File: src/rtl/light_velocity_tracker_pkg.sv
// Shared types for the light velocity tracker: FSM states, the
// sign-magnitude velocity record and the signed-to-sign/magnitude helper.
package tracker_pkg;

    typedef enum logic [1:0] {
        IDLE   = 2'd0,
        TRACK  = 2'd1,
        DIVIDE = 2'd2,
        DONE   = 2'd3
    } state_t;

    // Width of the generic signed value handled by abs_sign(); callers
    // sign-extend their displacement into it and narrow the magnitude back.
    localparam int MAG_W = 32;

    typedef struct packed {
        logic             neg;
        logic [MAG_W-1:0] mag;
    } velocity_t;

    // Splits a signed value into sign and magnitude; zero is never negative.
    function automatic velocity_t abs_sign(input logic signed [MAG_W-1:0] d);
        velocity_t v;
        v.neg = d[MAG_W-1];
        v.mag = v.neg ? -d : d;
        return v;
    endfunction

endpackage

File: src/rtl/light_velocity_tracker_divider.sv
// Restoring unsigned divider, one quotient bit per clock. A start pulse
// loads the operands; done_out pulses once DIVIDEND_W cycles later and the
// quotient then holds until the next start. Dividing by zero yields all-ones.
module seq_divider #(
    parameter int DIVIDEND_W = 11,
    parameter int DIVISOR_W  = 16,
    parameter int QUOT_W     = 16
) (
    input  logic                  clk_in,
    input  logic                  rst_n_in,
    input  logic                  start_in,
    input  logic [DIVIDEND_W-1:0] dividend_in,
    input  logic [DIVISOR_W-1:0]  divisor_in,
    output logic [QUOT_W-1:0]     quot_out,
    output logic                  done_out,
    output logic                  busy_out
);

    localparam int CNT_W = $clog2(DIVIDEND_W + 1);

    logic [DIVISOR_W-1:0]  r_rem;
    logic [DIVIDEND_W-1:0] r_quot;
    logic [DIVISOR_W-1:0]  r_divisor;
    logic [CNT_W-1:0]      r_count;
    logic                  r_busy;
    logic                  r_done;

    logic [DIVISOR_W:0]    w_shift;
    logic [DIVISOR_W:0]    w_diff;
    logic                  w_ge;

    // Partial remainder with the next dividend bit shifted in, and the trial subtraction.
    assign w_shift = {r_rem, r_quot[DIVIDEND_W-1]};
    assign w_diff  = w_shift - {1'b0, r_divisor};
    assign w_ge    = (w_shift >= {1'b0, r_divisor});

    // Load on start, then retire one quotient bit per cycle until the count runs out.
    always_ff @(posedge clk_in or negedge rst_n_in) begin
        if (!rst_n_in) begin
            r_rem     <= '0;
            r_quot    <= '0;
            r_divisor <= '0;
            r_count   <= '0;
            r_busy    <= 1'b0;
            r_done    <= 1'b0;
        end else if (start_in) begin
            // NOTE: non-blocking assignments here so every register in this
            // block samples the pre-edge values, exactly like real flops.
            r_rem     <= '0;
            r_quot    <= dividend_in;
            r_divisor <= divisor_in;
            r_count   <= CNT_W'(DIVIDEND_W);
            r_busy    <= 1'b1;
            r_done    <= 1'b0;
        end else if (r_busy) begin
            r_rem   <= w_ge ? w_diff[DIVISOR_W-1:0] : w_shift[DIVISOR_W-1:0];
            r_quot  <= {r_quot[DIVIDEND_W-2:0], w_ge};
            r_count <= r_count - 1'b1;
            if (r_count == CNT_W'(1)) begin
                r_busy <= 1'b0;
                r_done <= 1'b1;
            end
        end else begin
            r_done <= 1'b0;
        end
    end

    assign quot_out = QUOT_W'(r_quot);
    assign done_out = r_done;
    assign busy_out = r_busy;

endmodule

File: src/rtl/light_velocity_tracker.sv
// Light blob velocity tracker. In measured mode it follows one continuous
// lit streak, then divides the end-minus-start displacement by the number of
// sample intervals to get per-axis velocity. In manual mode a debounced
// button steps the velocity magnitudes for bring-up without a camera.
module light_velocity_tracker
    import tracker_pkg::*;
#(
    parameter int X_WIDTH     = 11,
    parameter int Y_WIDTH     = 10,
    parameter int V_WIDTH     = 16,
    parameter int CNT_WIDTH   = 16,
    parameter int MIN_SAMPLES = 2,
    parameter int TIMEOUT     = 3000000,
    parameter int STEP_MAX    = 6
) (
    input  logic               clk_in,
    input  logic               rst_n_in,
    input  logic               mode_in,
    input  logic               step_in,
    input  logic               step_x_in,
    input  logic               step_y_in,
    input  logic               neg_y_in,
    input  logic               valid_in,
    input  logic               light_in,
    input  logic [X_WIDTH-1:0] x_in,
    input  logic [Y_WIDTH-1:0] y_in,
    output logic [V_WIDTH-1:0] vx_out,
    output logic [V_WIDTH-1:0] vy_out,
    output logic               vx_neg_out,
    output logic               vy_neg_out,
    output logic               busy_out,
    output logic               valid_out
);

    // Both dividers share one width so they always finish on the same cycle.
    localparam int DIV_W = (X_WIDTH > Y_WIDTH) ? X_WIDTH : Y_WIDTH;
    localparam int TO_W  = $clog2(TIMEOUT + 1);

    state_t                r_state, w_next;
    logic [X_WIDTH-1:0]    r_start_x, r_end_x;
    logic [Y_WIDTH-1:0]    r_start_y, r_end_y;
    logic [CNT_WIDTH-1:0]  r_cnt;
    logic [TO_W-1:0]       r_to;
    logic                  r_dx_neg, r_dy_neg;
    logic                  r_done_x, r_done_y;
    logic                  r_step_prev;
    logic [V_WIDTH-1:0]    r_vx, r_vy;
    logic                  r_vx_neg, r_vy_neg;
    logic                  r_valid;

    logic                  w_hit, w_dark, w_streak_ok, w_timeout, w_start;
    logic signed [X_WIDTH:0] w_dx;
    logic signed [Y_WIDTH:0] w_dy;
    velocity_t             w_vel_x, w_vel_y;
    logic [CNT_WIDTH-1:0]  w_divisor;
    logic [V_WIDTH-1:0]    w_quot_x, w_quot_y;
    logic                  w_done_x, w_done_y, w_busy_x, w_busy_y;
    logic                  w_x_ready, w_y_ready;
    logic                  w_step_rise;
    logic [V_WIDTH-1:0]    w_vx_step, w_vy_step;

    assign w_hit       = valid_in & light_in;
    assign w_dark      = valid_in & ~light_in;
    assign w_streak_ok = (r_cnt >= CNT_WIDTH'(MIN_SAMPLES));
    assign w_timeout   = (r_to == TO_W'(TIMEOUT - 1));
    assign w_start     = ~mode_in & (r_state == TRACK) & w_dark & w_streak_ok;

    // Signed displacement with one guard bit, split into sign and magnitude.
    assign w_dx      = $signed({1'b0, r_end_x}) - $signed({1'b0, r_start_x});
    assign w_dy      = $signed({1'b0, r_end_y}) - $signed({1'b0, r_start_y});
    assign w_vel_x   = abs_sign({{(MAG_W-X_WIDTH-1){w_dx[X_WIDTH]}}, w_dx});
    assign w_vel_y   = abs_sign({{(MAG_W-Y_WIDTH-1){w_dy[Y_WIDTH]}}, w_dy});
    assign w_divisor = r_cnt - CNT_WIDTH'(1);

    seq_divider #(.DIVIDEND_W(DIV_W), .DIVISOR_W(CNT_WIDTH), .QUOT_W(V_WIDTH)) u_div_x (
        .clk_in      (clk_in),
        .rst_n_in    (rst_n_in),
        .start_in    (w_start),
        .dividend_in (DIV_W'(w_vel_x.mag)),
        .divisor_in  (w_divisor),
        .quot_out    (w_quot_x),
        .done_out    (w_done_x),
        .busy_out    (w_busy_x)
    );

    seq_divider #(.DIVIDEND_W(DIV_W), .DIVISOR_W(CNT_WIDTH), .QUOT_W(V_WIDTH)) u_div_y (
        .clk_in      (clk_in),
        .rst_n_in    (rst_n_in),
        .start_in    (w_start),
        .dividend_in (DIV_W'(w_vel_y.mag)),
        .divisor_in  (w_divisor),
        .quot_out    (w_quot_y),
        .done_out    (w_done_y),
        .busy_out    (w_busy_y)
    );

    // An axis is ready once its done pulse has been seen and the divider is idle.
    assign w_x_ready = (r_done_x | w_done_x) & ~w_busy_x;
    assign w_y_ready = (r_done_y | w_done_y) & ~w_busy_y;

    // State register.
    always_ff @(posedge clk_in or negedge rst_n_in) begin
        if (!rst_n_in) r_state <= IDLE;
        else           r_state <= w_next;
    end

    // Next-state logic; manual mode pins the FSM in IDLE, aborting any streak.
    always_comb begin
        // NOTE: default assigned first so no path leaves w_next unassigned,
        // which would otherwise infer a latch.
        w_next = r_state;
        if (mode_in) begin
            w_next = IDLE;
        end else begin
            case (r_state)
                IDLE:    if (w_hit) w_next = TRACK;
                TRACK:   if (w_dark)                    w_next = w_streak_ok ? DIVIDE : IDLE;
                         else if (!valid_in && w_timeout) w_next = IDLE;
                DIVIDE:  if (w_x_ready && w_y_ready) w_next = DONE;
                DONE:    w_next = IDLE;
                default: w_next = IDLE;
            endcase
        end
    end

    // Streak capture: first/last positions, saturating sample count, idle-gap timeout.
    always_ff @(posedge clk_in or negedge rst_n_in) begin
        if (!rst_n_in) begin
            r_start_x <= '0;
            r_start_y <= '0;
            r_end_x   <= '0;
            r_end_y   <= '0;
            r_cnt     <= '0;
            r_to      <= '0;
        end else if (!mode_in) begin
            if (r_state == IDLE && w_hit) begin
                r_start_x <= x_in;
                r_start_y <= y_in;
                r_end_x   <= x_in;
                r_end_y   <= y_in;
                r_cnt     <= CNT_WIDTH'(1);
                r_to      <= '0;
            end else if (r_state == TRACK) begin
                if (w_hit) begin
                    r_end_x <= x_in;
                    r_end_y <= y_in;
                    if (r_cnt != '1) r_cnt <= r_cnt + 1'b1;
                    r_to    <= '0;
                end else if (!valid_in) begin
                    r_to <= r_to + 1'b1;
                end
            end
        end
    end

    // Displacement signs latched at divide start; per-axis done flags held until the next start.
    always_ff @(posedge clk_in or negedge rst_n_in) begin
        if (!rst_n_in) begin
            r_dx_neg <= 1'b0;
            r_dy_neg <= 1'b0;
            r_done_x <= 1'b0;
            r_done_y <= 1'b0;
        end else if (w_start) begin
            r_dx_neg <= w_vel_x.neg;
            r_dy_neg <= w_vel_y.neg;
            r_done_x <= 1'b0;
            r_done_y <= 1'b0;
        end else begin
            if (w_done_x) r_done_x <= 1'b1;
            if (w_done_y) r_done_y <= 1'b1;
        end
    end

    // Previous button level for rising-edge detection.
    always_ff @(posedge clk_in or negedge rst_n_in) begin
        if (!rst_n_in) r_step_prev <= 1'b0;
        else           r_step_prev <= step_in;
    end

    assign w_step_rise = step_in & ~r_step_prev;
    assign w_vx_step   = (r_vx >= V_WIDTH'(STEP_MAX)) ? '0 : r_vx + 1'b1;
    assign w_vy_step   = (r_vy >= V_WIDTH'(STEP_MAX)) ? '0 : r_vy + 1'b1;

    // Output registers: manual stepping, or publishing a finished measurement.
    always_ff @(posedge clk_in or negedge rst_n_in) begin
        if (!rst_n_in) begin
            r_vx     <= '0;
            r_vy     <= '0;
            r_vx_neg <= 1'b0;
            r_vy_neg <= 1'b0;
            r_valid  <= 1'b0;
        end else begin
            r_valid <= 1'b0;
            if (mode_in) begin
                r_vx_neg <= 1'b0;
                r_vy_neg <= neg_y_in;
                if (w_step_rise && step_x_in) r_vx <= w_vx_step;
                if (w_step_rise && step_y_in) r_vy <= w_vy_step;
                if ((w_step_rise && (step_x_in || step_y_in)) || (neg_y_in != r_vy_neg))
                    r_valid <= 1'b1;
            end else if (r_state == DONE) begin
                r_vx     <= w_quot_x;
                r_vy     <= w_quot_y;
                // A magnitude that floors to zero is reported as positive zero.
                r_vx_neg <= r_dx_neg && (w_quot_x != '0);
                r_vy_neg <= r_dy_neg && (w_quot_y != '0);
                r_valid  <= 1'b1;
            end
        end
    end

    assign vx_out     = r_vx;
    assign vy_out     = r_vy;
    assign vx_neg_out = r_vx_neg;
    assign vy_neg_out = r_vy_neg;
    assign valid_out  = r_valid;
    assign busy_out   = (r_state == TRACK) || (r_state == DIVIDE);

endmodule

File: config.mk
export PLATFORM = sky130hd
export DESIGN_NAME = light_velocity_tracker
export DESIGN_NICKNAME = d
export VERILOG_FILES = /design/src/rtl/light_velocity_tracker_pkg.sv /design/src/rtl/light_velocity_tracker_divider.sv /design/src/rtl/light_velocity_tracker.sv
export SDC_FILE = /design/constraint.sdc
export NUM_CORES = 1
export LEC_CHECK = 0
export ABC_AREA = 1
export BUFFER_PORTS_ARGS = -buffer_cell sky130_fd_sc_hd__buf_2
export CELL_PAD_IN_SITES_DETAIL_PLACEMENT = 1
export CELL_PAD_IN_SITES_GLOBAL_PLACEMENT = 1
export CORE_UTILIZATION = 40
export CTS_CLUSTER_SIZE = 28
export DETAILED_ROUTE_END_ITERATION = 7
export PLACE_DENSITY = 0.8
export SKIP_CTS_REPAIR_TIMING = 1
export SLEW_MARGIN = 20
export SYNTH_ARGS = -nofsm -noshare
export SYNTH_HDL_FRONTEND = slang
export SYNTH_SLANG_ARGS = --single-unit
File: constraint.sdc
create_clock -name clk_in -period 5.5 [get_ports clk_in]
set_input_delay 0.275 -clock clk_in [delete_from_list [all_inputs] [get_ports clk_in]]
set_output_delay 0.275 -clock clk_in [all_outputs]
set_load 0.01 [all_outputs]
==> qor.txt <==
WORST SETUP PATH
------------------------------------------------------------------------------------
Data arrival, critical path                                                  3230 ps
Maximum fanout along the worst path                                               24
Critical setup path kind                                                     reg2reg
Critical path endpoint category                                             register
Critical Path Source Type                                                   register
Required arrival time at the worst endpoint                                  5920 ps

STA
------------------------------------------------------------------------------------
Final hold violation count                                                         2
Tcrit/Tclk final                                                              51.09%
RSZ-0062 raised after global routing                                              no
Transition time of the tightest slew-check pin                              883.7 ps
Final setup violating endpoints                                                    0
Worst hold slack                                                           -24.19 ps
Rel. slew slack                                                               41.09%
Total count of max-transition violations in the final report                       0
Worst-case clock skew                                                       13.24 ps
Max Fclk                                                                   355.9 MHz
Clock period minus worst slack                                               2810 ps
Setup_tns                                                                       0 ps

SYNTH
------------------------------------------------------------------------------------
Cell with the most instances after synthesis                                 nand2_1
Post-Syn Area                                                              13210 um2
Number of distinct library cells after synthesis                                  48
Mean cell area of the mapped netlist                                       7.386 um2
Ranking of synthesized cells by instance count                          nand2_1, inv_1, dfrtp_1
Number of warning messages in the yosys log                                        0
Gate count after technology mapping                                             1789
EDFF count, synth                                                                  0
Largest cells by area after synthesis                                   dfrtp_1, nand2_1, inv_1
Post-synth net total                                                            1894
Sequential cell area fraction in the yosys report                             38.64%
Number of synthesized register bits                                              204
Largest area contributor in the synthesized netlist                          dfrtp_1
Synth top area share                                                          38.64%
Share of flip-flops with an asynchronous set or reset after synthesis         100.0%
Main synth FF type                                                           dfrtp_1

DIE
------------------------------------------------------------------------------------
Effective utilization at floorplan                                            40.61%
Count of pins on the block boundary                                               66
Die height                                                                  183.7 um
Horiz. Die Dim                                                              183.7 um
Standard-cell rows                                                                66
Die Outline Area                                                           33760 um2
Total core area                                                            32540 um2

PLACEMENT
------------------------------------------------------------------------------------
Placed wire-length estimate after detailed placement                        28460 um
Routability cong.                                                             0.8783
Buffers on Ports                                                                  65
Placed instance count                                                           2255

GLOBAL ROUTE
------------------------------------------------------------------------------------
Initial antenna violation count                                                    2
Vias in the first global route                                                12.66k
Congestion Overflow GR                                                             0
Largest net degree at the start of global routing                                140
Wire length of the first global-routing pass                                64290 um
Global-route total usage across every layer                                   23.45%

DRT
------------------------------------------------------------------------------------
Via count of the routed design                                                12.16k
# DRC                                                                              0
Antenna-violating nets left                                                        0
Average routed wire per standard cell                                       16.69 um
Post-route met1 wirelength                                                  18450 um
Number of vias per cell                                                        5.262
Total Wirelength                                                            38560 um
Initial DRC count                                                                729
Top sig layer                                                                   met4
Met2 routed wirelength                                                      18430 um
Number of iterations in the first detailed-routing pass                            4
Met3 wire len                                                                1045 um

PWR
------------------------------------------------------------------------------------
Largest voltage drop on the vdd net                                        0.2954 mV
Areal power density over the cells                                      743.3 nW/um2
Total power                                                                 11040 uW
Leakage power of the design                                              0.007408 uW

CELLS AND AREA
------------------------------------------------------------------------------------
Final core utilization                                                        45.63%
Net total in the final layout                                                   1953
Share of cells above drive strength 1                                         8.628%
Fill cell total of the finished layout                                          4203
Area growth, synth to finish                                                  12.37%
Post-route insts no fill                                                        2310

CLOCK TREE
------------------------------------------------------------------------------------
Sink Count                                                                       204
Worst-Skew Late Latency                                                       550 ps
Clock Tree Root                                                            clkbuf_16
CTS max path bufs                                                                  3
TritonCTS Buffers                                                                 26
Clock Pin Slew Worst Setup and Hold Paths                                      60 ps
Clock tree from TritonCTS                                                        yes
H-tree depth reported by CTS                                                       1

STATUS
------------------------------------------------------------------------------------
Outcome                                                                 complete, but fails checks
Violations in the final reports                                         negative hold slack

JOB
------------------------------------------------------------------------------------
Count of maximum capacitance violations                                            0

HOLD PATH
------------------------------------------------------------------------------------
Hold crit path type                                                           in2reg

-- flip-flops by register name (all words and copies together), names as in the netlist, 2 cells and up --
register / count
r_end_x: 11
u_div_x.r_count: 4
r_start_y: 10
u_div_x.r_rem: 16
vx_out: 16
r_to: 22
r_cnt: 16
u_div_y.r_rem: 16
u_div_x.r_quot: 11
vy_out: 16
r_start_x: 11
u_div_y.r_count: 4
r_state: 2
u_div_y.r_quot: 11
u_div_x.r_divisor: 16
r_end_y: 10
-- final cells by class --
type                       instances  area [um2]  area share (%)
antenna                            2       5.005         0.03371
clock buffer                      36       738.2           4.972
clock inverter                    10       141.4          0.9523
inverter                         255       957.2           6.447
multi-input combinational       1284        6892           46.42
sequential                       204        5105           34.38
tap                              442       553.0           3.725
timing repair buffer              77       455.4           3.068
-- worst max-delay path, stage by stage (launching register included) --
cell      delay, ps
dfrtp_1         440
inv_1           110
ha_1            230
nand3_2         170
clkinv_1        320
nand2_1         650
buf_4           380
mux2_2          360
-- report_power, final --
part	switching, uW	leakage [uW]	internal, uW
logic	4310	0.00439	2260
registers	574	0.00259	2140
clock network	712	0.000423	1040
total	5600	0.00741	5440
-- cell usage in the layout, fill, tap and decap left out, types with 8 or more instances in the layout --
cell	n
nand2_1	460
inv_1	244
dfrtp_1	204
nor2_1	140
nand3_1	140
o21ai_0	117
a21oi_1	71
ha_1	71
buf_2	64
xor2_1	37
nor3_1	36
nand4_1	31
clkbuf_16	26
nand3b_1	23
o31ai_1	22
o21ai_1	17
xnor2_1	15
or2_2	12
a31oi_1	11
nor4_1	10
inv_2	8
o211ai_1	8
o21bai_1	8
-- per-stage QoR --
stage | hold slack (ps) | area [um2] | setup WS (ps)
after floorplan | -20.59 | 13210 | 3389
after global placement | 256.5 | 13890 | 2760
after detailed placement | 264.3 | 13890 | 2624
after CTS | -324.6 | 14770 | 2578
after global routing | 1.206 | 14840 | 2472
final | -24.19 | 14850 | 2690
-- per-layer routing --
metal | track usage (%) | vias to the layer above
met3 | 2.219 | 47
met1 | 31.73 | 5977
met4 | 5.367 | 0
met2 | 40.33 | 167
li1 | - | 5964
met5 | 0 | -
-- cells by family after synthesis --
logic type,synth area share [%]
buf+inv,9.233
mux,0.1704
simple gates,29.21
xor+xnor,3.447
fa+ha+maj,7.330
flops,38.64
compound gates,11.97
-- path summary, 6_finish.rpt --
path | from | endpoint | slack [ps] | cells past startpoint
max | r_state[0]$_DFFE_PN0P_ | r_start_y[0]$_DFFE_PN0P_ | 2690 | 7
min | y_in[0] | r_end_y[0]$_DFFE_PN0P_ | -20 | 3
max reg2reg | r_state[0]$_DFFE_PN0P_ | r_start_y[0]$_DFFE_PN0P_ | 2690 | 7
min reg2reg | u_div_x.r_divisor[10]$_DFFE_PN0P_ | u_div_x.r_divisor[10]$_DFFE_PN0P_ | 490 | 2
max in group asynchronous | rst_n_in | u_div_x.r_rem[12]$_DFFE_PN0P_ | 4070 | 3
min in group asynchronous | rst_n_in | vx_out[4]$_DFFE_PN0P_ | 270 | 2
No activity file was read; power rests on OpenSTA's default activity.
